### config.mk
export PLATFORM = sky130hd
export DESIGN_NAME = pulse_merger
export DESIGN_NICKNAME = d
export VERILOG_FILES = /design/src/rtl/pulse_merger_pkg.sv /design/src/rtl/pulse_merger.sv
export SDC_FILE = /design/constraint.sdc
export NUM_CORES = 1
export LEC_CHECK = 0
export CAP_MARGIN = 20
export CORE_UTILIZATION = 37
export DETAILED_ROUTE_END_ITERATION = 8
export PLACE_DENSITY = 0.56
export SETUP_SLACK_MARGIN = 0.4
export SLEW_MARGIN = 20
export SYNTH_ARGS = -nofsm -noshare
export SYNTH_HDL_FRONTEND = slang
export SYNTH_SLANG_ARGS = --single-unit
### constraint.sdc
create_clock -name clock -period 5.7 [get_ports clock]
set_input_delay 0.57 -clock clock [delete_from_list [all_inputs] [get_ports clock]]
set_output_delay 0.57 -clock clock [all_outputs]
set_load 0.05 [all_outputs]
### src/rtl/pulse_merger_pkg.sv
// Shared types and helpers for the pulse merger: FSM state encoding and counter capacity.
package pulse_merger_pkg;

    typedef enum logic [1:0] {
        StIdle   = 2'd0,
        StGather = 2'd1,
        StEmit   = 2'd2
    } state_e;

    // Largest value a pending-pulse counter of the given width can hold.
    function automatic int unsigned max_count(input int unsigned width);
        return (32'd1 << width) - 32'd1;
    endfunction

endpackage

### src/rtl/pulse_merger.sv
// Accumulates single-cycle input pulses and replays them as one contiguous output pulse
// whose length equals the number of accepted input units.
module pulse_merger
    import pulse_merger_pkg::*;
#(
    parameter int unsigned PULSE_COUNTER_WIDTH = 3,
    parameter int unsigned GAP_CYCLES          = 2
) (
    input  logic clock,
    input  logic resetn,
    input  logic pulse_in,
    output logic pulse_out,
    output logic busy
);

    localparam int unsigned CW = PULSE_COUNTER_WIDTH;
    localparam int unsigned GW = $clog2(GAP_CYCLES + 1);
    localparam logic [CW-1:0] MaxCount = CW'(max_count(CW));
    localparam logic [GW-1:0] GapLast  = GW'(GAP_CYCLES - 1);

    state_e        state_q, state_d;
    logic [CW-1:0] count_q, count_d;
    logic [GW-1:0] gap_q, gap_d;
    logic          pulse_out_q, pulse_out_d;

    logic          accepted;
    logic [CW-1:0] count_inc;
    logic [CW-1:0] emit_next;

    assign accepted  = pulse_in & ~busy;
    assign count_inc = count_q + CW'(1);
    // count is at least 1 while emitting, so this cannot underflow.
    assign emit_next = count_q - CW'(1) + CW'(accepted);

    always_ff @(posedge clock) begin
        if (!resetn) begin
            state_q     <= StIdle;
            count_q     <= '0;
            gap_q       <= '0;
            pulse_out_q <= 1'b0;
        end else begin
            state_q     <= state_d;
            count_q     <= count_d;
            gap_q       <= gap_d;
            pulse_out_q <= pulse_out_d;
        end
    end

    always_comb begin
        state_d     = state_q;
        count_d     = count_q;
        gap_d       = gap_q;
        pulse_out_d = pulse_out_q;
        unique case (state_q)
            StIdle: begin
                if (accepted) begin
                    count_d = CW'(1);
                    gap_d   = '0;
                    state_d = StGather;
                end
            end
            StGather: begin
                if (accepted) begin
                    count_d = count_inc;
                    gap_d   = '0;
                    // Saturation flush: emit immediately rather than waiting for the gap.
                    if (count_inc == MaxCount) begin
                        state_d     = StEmit;
                        pulse_out_d = 1'b1;
                    end
                end else begin
                    gap_d = gap_q + GW'(1);
                    if (gap_q == GapLast) begin
                        state_d     = StEmit;
                        pulse_out_d = 1'b1;
                    end
                end
            end
            StEmit: begin
                count_d = emit_next;
                if (emit_next == '0) begin
                    state_d     = StIdle;
                    pulse_out_d = 1'b0;
                end
            end
            default: begin
                state_d     = StIdle;
                count_d     = '0;
                gap_d       = '0;
                pulse_out_d = 1'b0;
            end
        endcase
    end

    always_comb begin
        busy      = (count_q == MaxCount);
        pulse_out = pulse_out_q;
    end

endmodule

==> impl_metrics.toml, run 1 <==
[power]
power-per-cell-area_nw_per_um2 = 225.2
ir_worst_vdd_mv = 0.1053
leakagePower_nw = 0.2306
power_w = 0.0001313

[route]
firstDrtPassIters = 4
post_drt_wl_per_cell_um = 12.10
wirelength_um = 883
num_vias = 396
vias_per_cell = 5.425
drc_errors = 0
ant_nets = 0
drt_iter0_drc = 5

[sta]
relSlewSlack_pct = 66.88
clock_skew_ns = 0.01399
setup_viol = 0
period_needed_ns = 2.411
fin_crit_sh_pct = 42.30
hold_violations = 0
tns_ns = 0
tightestPinTransition_ns = 0.4953
maxSlewViolCount = 0
rsz0062_at_grt = "no"
max_freq_ghz = 0.4147

[yosys]
netlist_area_sq_um = 514.2
yosysSeqAreaShare_pct = 31.14
netlist_instances = 53
synthesis.nets = 62
syn_area_per_cell_sq_um = 9.703
ys_top_cells_by_area = "dfxtp_1, ha_1, a21oi_1"
synth_top_area_cell = "dfxtp_1"
synth_cell_types = 26
ys_warn_count = 0
synth_top_area_share_pct = 31.14
ys_ff_latch = 8

[floorplanning]
rows = 13
die_x_um = 39.28
die-area_sq_um = 1543
initial_core_util_pct = 39.52
io_pins = 5
die_h_um = 39.28
coreArea_sq_um = 1301

[cts]
h-tree-depth = 1
cts_buffer_depth = 2
postCtsResizedCells = 0
cts_buffers = 3
cts_sinks = 8
cts_tree = "built"
clk_transition_reported_paths_ns = 0.06
clock_latency_ns = 0.26
postCtsSetupBuffers = 0
holdBufCountCts = 0
cts_root_buf = "clkbuf_4"

[global_routing]
gr-total-overflow = 0
antenna_found_initial = 0
grt_pass1_vias = 343
grt_max_degree = 12
grt_pass1_wl_mm = 1.455
track_usage_pct = 15.42

[placed_design]
io_buffers = 4
hpwl_um = 652.2
place_area_sq_um = 560.5
place.gp.congestion = 0.8125
place_inst = 70

[critical_path]
path_class = "flop to output pin"
critical_path_buf_inv_count = 1
slowest_stage = "clkdlybuf4s50_1"
cp_common_cell = "ha_1"
crit_path_max_incr_delay_ns = 0.82
crit_arrival_ns = 1.84
path_max_fanout = 4
cp-start-kind = "flop"
cp_cell_sequence = "ha_1, ha_1, clkdlybuf4s50_1"
cp_top_family = "buffers and inverters"
required_ns = 5.13
endpoint_kind = "output pin"

[run_status]
status = "complete, no violations"

[hold_path]
hp-class = "flop to flop"

[layout]
most-common-layout-cells = "dfxtp_1, ha_1, inv_1, a21oi_1, clkdlybuf4s50_1"
diodes = 0
final_common_cell = "dfxtp_1"
drive_above_1_share_pct = 20.69
area_delta_synth_final_pct = 13.38
fin_area_sq_um = 583.1
instances_no_fill = 73
num-nets-final = 69
n_fill_cell = 135

[run]
cap_violations = 0
==> stage by stage <==
stage | setup WS [ns] | hold slack, ns | utilization [%]
2_1_floorplan | 3.405 | 0.4531 | -
3_3_place_gp | 3.139 | 0.4730 | 43.08
3_5_place_dp | 3.159 | 0.4796 | 43.08
4_1_cts | 3.272 | 0.4883 | 44.81
5_1_grt | 3.196 | 0.5134 | 44.81
6_report | 3.289 | 0.4919 | 44.81
==> cells by family after synthesis <==
| logic type | after synthesis | share of synthesized area, % |
|---|---|---|
| adder cells (fa/ha/maj) | 6 | 14.60 |
| AND/OR/NAND/NOR | 11 | 17.76 |
| AO/OA/AOI/OAI | 19 | 27.49 |
| buffers and inverters | 8 | 7.300 |
| flip-flops | 8 | 31.14 |
| XOR/XNOR | 1 | 1.703 |
==> synth_stat cells, drive strengths merged <==
cell    number
nor3b        2
o311ai       1
nor2         1
buf          2
o21ai        1
a21boi       1
nor2b        2
o311a        2
inv          6
a21oi        7
o22ai        2
dfxtp        8
xnor2        1
nand4b       1
o21a         3
nand2b       1
ha           6
nor4b        1
a31oi        2
nand2        2
and4b        1
==> cell type report <==
cell class / instances / area (sq um) / share of cell area (%)
well taps: 15 / 18.77 / 3.219
multi-input cells: 37 / 316.6 / 54.29
repair buffers: 4 / 40.04 / 6.867
inverters: 6 / 25.02 / 4.292
clock buffers: 3 / 22.52 / 3.863
flip-flops and latches: 8 / 160.2 / 27.47
==> per-layer routing <==
metal  global-route usage [%]  part of all wire (%)  vias to the layer above
li1                         -                     -                      206
met1                    16.84                    50                      183
met2                    22.50                    45                        7
met3                    10.23                   4.8                        0
met4                    7.759                     0                        0
met5                        0                     0                        -
==> tightest hold or removal path, delay by kind of cell (launching register included) <==
kind / cells / cell delay [ns]
AOI/OAI and AO/OA: 1 / 0.06
DFF: 1 / 0.33
and+or+nand+nor: 1 / 0.05
==> power breakdown <==
group          internal (W)  leakage (nW)  switching [W]
combinational     0.0000116         0.151      0.0000120
sequential        0.0000590        0.0656     0.00000395
clock             0.0000242        0.0138      0.0000205
total             0.0000948         0.231      0.0000365
==> path summary, 6_finish.rpt <==
check	slack [ns]	cells after the start	end	startpoint
worst max-delay path	3.29	3	busy	count_q[1]
worst min-delay path	0.49	2	gap_q[0]	gap_q[0]
worst max register to register	3.47	10	pulse_out	count_q[1]
worst min register to register	0.49	2	gap_q[0]	gap_q[0]
==> sequential cells by signal, summed over array words and instances, names as in the netlist <==
| signal | flops |
|---|---|
| state_q | 2 |
| count_q | 3 |
| pulse_out | 1 |
| gap_q | 2 |
Note: power is estimated with default switching activity, not from simulation.
==> inputs of run 2 (changes only) <==
- PLACE_DENSITY: 0.56 -> 0.58
- clock period: 5.7 -> 2.1 ns (I/O delays scaled with it)
==> run 2 against run 1 <==
Against the previous run: clock skew fell by 0.0081 ns; die area unchanged; sequential share of layout area is 3.1 points lower; register-to-register slack worse by 3.2 ns; first-iteration DRC count grew to 2.6 times the previous value; sequential power increased to 2.8 times the previous value; highest routed layer is now met4; final cell count rose by 4.1%.
==> impl_metrics.toml, run 2 (synthesis gave the netlist of run 1 again) <==
[run_status]
status = "complete, no violations"

[route]
ant_nets = 0
num_vias = 426
post_drt_wl_per_cell_um = 13.25
wirelength_mm = 1.007
drc_errors = 0
vias_per_cell = 5.605
firstDrtPassIters = 4
drt_iter0_drc = 13

[sta]
fin_crit_sh_pct = 89.25
period_needed_ns = 1.874
rsz0062_at_grt = "yes"
relSlewSlack_pct = 67.31
maxSlewViolCount = 0
max_freq_ghz = 0.5335
tns_ns = 0
timing.hold.ws_ns = 0.5052
hold_violations = 0
tightestPinTransition_ns = 0.4888
setup_ws_ns = 0.2257
clock_skew_ns = 0.005884
setup_viol = 0

[placed_design]
place.gp.congestion = 0.8136
place_area_sq_um = 634.4
io_buffers = 4
place_ws_ns = 0.1215
place_inst = 72
hpwl_um = 776.2

[global_routing]
grt_pass1_wl_mm = 1.607
grt_max_degree = 12
grt_pass1_vias = 362
antenna_found_initial = 0
track_usage_pct = 16.41
gr-total-overflow = 0

[cts]
cts_sinks = 8
clock_latency_ns = 0.25
cts_root_buf = "clkbuf_4"
h-tree-depth = 1
cts_tree = "built"
clk_transition_reported_paths_ns = 0.05
cts_buffer_depth = 2
cts_buffers = 3

[power]
ir_worst_vdd_mv = 0.3077
leakagePower_nw = 0.2537
power-per-cell-area_nw_per_um2 = 559.9

[layout]
fin_area_sq_um = 678.2
n_fill_cell = 125
largest_reg_flops = 3
num-nets-final = 72
area_delta_synth_final_pct = 31.87
most-common-layout-cells = "dfxtp_1, inv_1, a21oi_1"
regMostFlops = "count_q"
diodes = 0
reg_top3 = "count_q: 3 flops, gap_q: 2 flops, state_q: 2 flops"
final_common_cell = "dfxtp_1"
drive_above_1_share_pct = 36.07
instances_no_fill = 76

[floorplanning]
coreArea_sq_um = 1301
io_pins = 5
die_x_um = 39.28
die_h_um = 39.28
initial_core_util_pct = 39.52
rows = 13
die-area_sq_um = 1543

[critical_path]
cp_cell_sequence = "ha_4, ha_4, nor2b_4, inv_4, ha_4, ha_4, xnor2_4, a31oi_1, o21a_1, o21a_1"
cp-start-kind = "flop"
slowest_stage = "dfxtp_4"
crit_arrival_ns = 2.01
path_class = "flop to flop"
path_max_fanout = 3
cp_top_family = "adder cells"
crit_path_max_incr_delay_ns = 0.35
worst-r2r-setup-slack_ns = 0.23
critical_path_buf_inv_count = 1
required_ns = 2.24
endpoint_kind = "flop"
cp_common_cell = "ha_4"

[run]
cap_violations = 0

[hold_path]
hp-class = "flop to flop"
==> run 2: cell count changes in the layout (fill, tap and decap cells not counted) <==
cell,delta
ha_4,+4
clkdlybuf4s50_1,-1
xnor2_4,+1
buf_4,+3
dfxtp_1,-2
ha_1,-4
xnor2_1,-1
dfxtp_4,+1
dlygate4sd2_1,+1
dfxtp_2,+1
==> run 2: repair_timing <==
item                                    in CTS  in global routing
hold buffers                                 0                  0
cloned                                       0                  0
buffers inserted                             1                  0
endpoints found under the setup margin       4                  4
gates resized for setup                      3                  1
pin swaps                                    2                  1
==> run 2: layer usage <==
metal  global-route usage [%]  part of all wire (%)
met1                    20.76                    44
met2                    23.75                    48
met3                    6.818                   7.1
met4                    7.759                  0.70
met5                        0                     0
==> run 2: worst paths after layout <==
check        startpoint         to  depth (start not counted)
max reg2reg  count_q[1]  pulse_out                         10
min reg2reg    gap_q[0]   gap_q[0]                          2
max          count_q[1]  pulse_out                         10
min            gap_q[0]   gap_q[0]                          2
==> run 2: per-stage QoR <==
stage	total power (W)	utilization [%]
after floorplan	0.0002380	-
after global placement	0.0002586	48.75
after detailed placement	0.0002603	48.75
after CTS	0.0003869	52.02
after global routing	0.0004097	52.12
final	0.0003797	52.12
==> run 2: power breakdown <==
part	internal (W)	switching, W	leakage [nW]	total, W
logic	0.0000506	0.0000409	0.173	0.0000915
registers	0.000160	0.0000133	0.0664	0.000174
clock network	0.0000652	0.0000494	0.0138	0.000115
total	0.000276	0.000104	0.254	0.000380
==> run 2: worst reg2reg max path: stages, from the launching register on <==
cell and delay, ns:
dfxtp_4 0.35, ha_4 0.16, ha_4 0.16, nor2b_4 0.14, inv_4 0.05, ha_4 0.15
ha_4 0.17, xnor2_4 0.15, a31oi_1 0.10, o21a_1 0.18, o21a_1 0.15
==> run 2: layout make-up <==
type / instances / area (sq um) / area share, %
timing repair buffer: 7 / 61.31 / 9.041
sequential: 8 / 165.2 / 24.35
inverter: 6 / 25.02 / 3.690
clock buffer: 3 / 22.52 / 3.321
tap: 15 / 18.77 / 2.768
multi-input combinational: 37 / 385.4 / 56.83
==> inputs of run 3 (changes only) <==
- PLACE_DENSITY: 0.58 -> 0.56
- clock period: 2.1 -> 2.25 ns (I/O delays scaled with it)
==> run 3 against run 2 <==
Against the previous run: via count increased by 1.9%; clock skew down 0.0054 ns; wire length up 9.2%; critical endpoint is now count_q[2].
==> impl_metrics.toml, run 3 (synthesis gave the netlist of run 1 again) <==
[run_status]
status = "complete, no violations"

[layout]
drive_above_1_share_pct = 39.68
most-common-layout-cells = "dfxtp_1, inv_1, a21oi_1, buf_4, ha_4"
final_common_cell = "dfxtp_1"
diodes = 0
instances_no_fill = 78
regMostFlops = "count_q"
num-nets-final = 74
final_util_pct = 53.65
area_delta_synth_final_pct = 35.77
fin_area_sq_um = 698.2
largest_reg_flops = 3
reg_top3 = "count_q: 3 flops, gap_q: 2 flops, state_q: 2 flops"

[cts]
cts_buffer_depth = 2
cts_root_buf = "clkbuf_4"
clock_latency_ns = 0.25
cts_buffers = 3
h-tree-depth = 1
clk_transition_reported_paths_ns = 0.06
cts_tree = "built"
cts_sinks = 8

[critical_path]
reg2reg_to = "count_q[2]"
endpoint_kind = "flop"
path_max_fanout = 3
crit_arrival_ns = 2.08
required_ns = 2.45
crit_path_start = "count_q[1]"
worst-r2r-setup-slack_ns = 0.37
cp-start-kind = "flop"
r2r.worst_path.cells = 10
crit_end = "count_q[2]"
path_class = "flop to flop"
worstReg2RegStart = "count_q[1]"

[route]
num_vias = 434
drt_iter0_drc = 13
wirelength_mm = 1.100
ant_nets = 0
firstDrtPassIters = 4
vias_per_cell = 5.564
drc_errors = 0
post_drt_wl_per_cell_um = 14.10

[sta]
rsz0062_at_grt = "yes"
period_needed_ns = 1.879
setup_viol = 0
relSlewSlack_pct = 67.27
fin_crit_sh_pct = 83.51
tns_ns = 0
max_freq_ghz = 0.5322
hold_violations = 0
clock_skew_ns = 0.0005022
maxSlewViolCount = 0
tightestPinTransition_ns = 0.4895

[floorplanning]
initial_core_util_pct = 39.52
die-area_sq_um = 1543
rows = 13
die_x_um = 39.28
coreArea_sq_um = 1301
io_pins = 5
die_h_um = 39.28

[global_routing]
grt_max_degree = 12
met3_usage_pct = 3.409
met2_usage_pct = 29.17
antenna_found_initial = 0
grt_pass1_vias = 413
track_usage_pct = 17.62
gr-total-overflow = 0
busiest_layer = "met2"
grtUsageMet1_pct = 20.83
grt_pass1_wl_mm = 1.718

[run]
cap_violations = 0

[hold_path]
hp-class = "flop to flop"

[placed_design]
place_area_sq_um = 626.9
place.gp.congestion = 0.8874
hpwl_um = 799.7
io_buffers = 4
place_inst = 71

[power]
power-per-cell-area_nw_per_um2 = 519.9
ir_worst_vdd_mv = 0.2947
leakagePower_nw = 0.2637
-- run 3: cell types whose count changed in the layout (fill, tap and decap cells not counted), sizes merged --
cell	change
buf	+2
-- run 3: stage by stage --
stage                     worst slack [ns]  total power [W]  hold slack (ns)
after global placement              0.2163        0.0002410           0.4660
after CTS                           0.3715        0.0003648           0.5038
after detailed placement            0.1922        0.0002443           0.4939
after global routing                0.2997        0.0003852           0.5468
after floorplan                     0.2837        0.0002221           0.3425
final                               0.3709        0.0003630           0.4970
-- run 3: area by class of cell --
type / instances / area, sq um
tap: 15 / 18.77
inverter: 6 / 25.02
multi-input combinational: 37 / 390.4
fill: 126 / 603.1
timing repair buffer: 9 / 76.32
sequential: 8 / 165.2
clock buffer: 3 / 22.52
-- run 3: worst min path at each step --
stage	start	end	cells after the start
after floorplan	resetn	pulse_out	1
after global placement	gap_q[0]	gap_q[0]	2
after detailed placement	gap_q[0]	gap_q[0]	2
after CTS	gap_q[0]	gap_q[0]	2
after global routing	gap_q[0]	gap_q[0]	2
final	gap_q[0]	gap_q[0]	2
-- run 3: power breakdown --
part           switching, W  internal, W
registers         0.0000127     0.000149
logic             0.0000409    0.0000486
clock network     0.0000503    0.0000612
total              0.000104     0.000259
-- run 3: worst max-delay path: stages, from the launching register on --
cell and delay (ns):
dfxtp_4 0.35, ha_4 0.16, ha_4 0.16, nor2b_4 0.14, inv_4 0.05, ha_4 0.16, ha_4 0.16, xnor2_2 0.13
buf_4 0.15, o22ai_2 0.17, o311a_4 0.21
-- run 3: metal layers --
layer,vias up,wire length (um)
li1,219,-
met1,205,489
met2,10,567
met3,0,44
met4,0,0
met5,-,0
-- run 3: repair_timing --
item | 4_1_cts | 5_1_grt
endpoints found under the setup margin | 4 | 3
hold buffers | 0 | 0
gates resized for setup | 5 | 0
pin swaps | 2 | 3
buffers inserted | 3 | 1
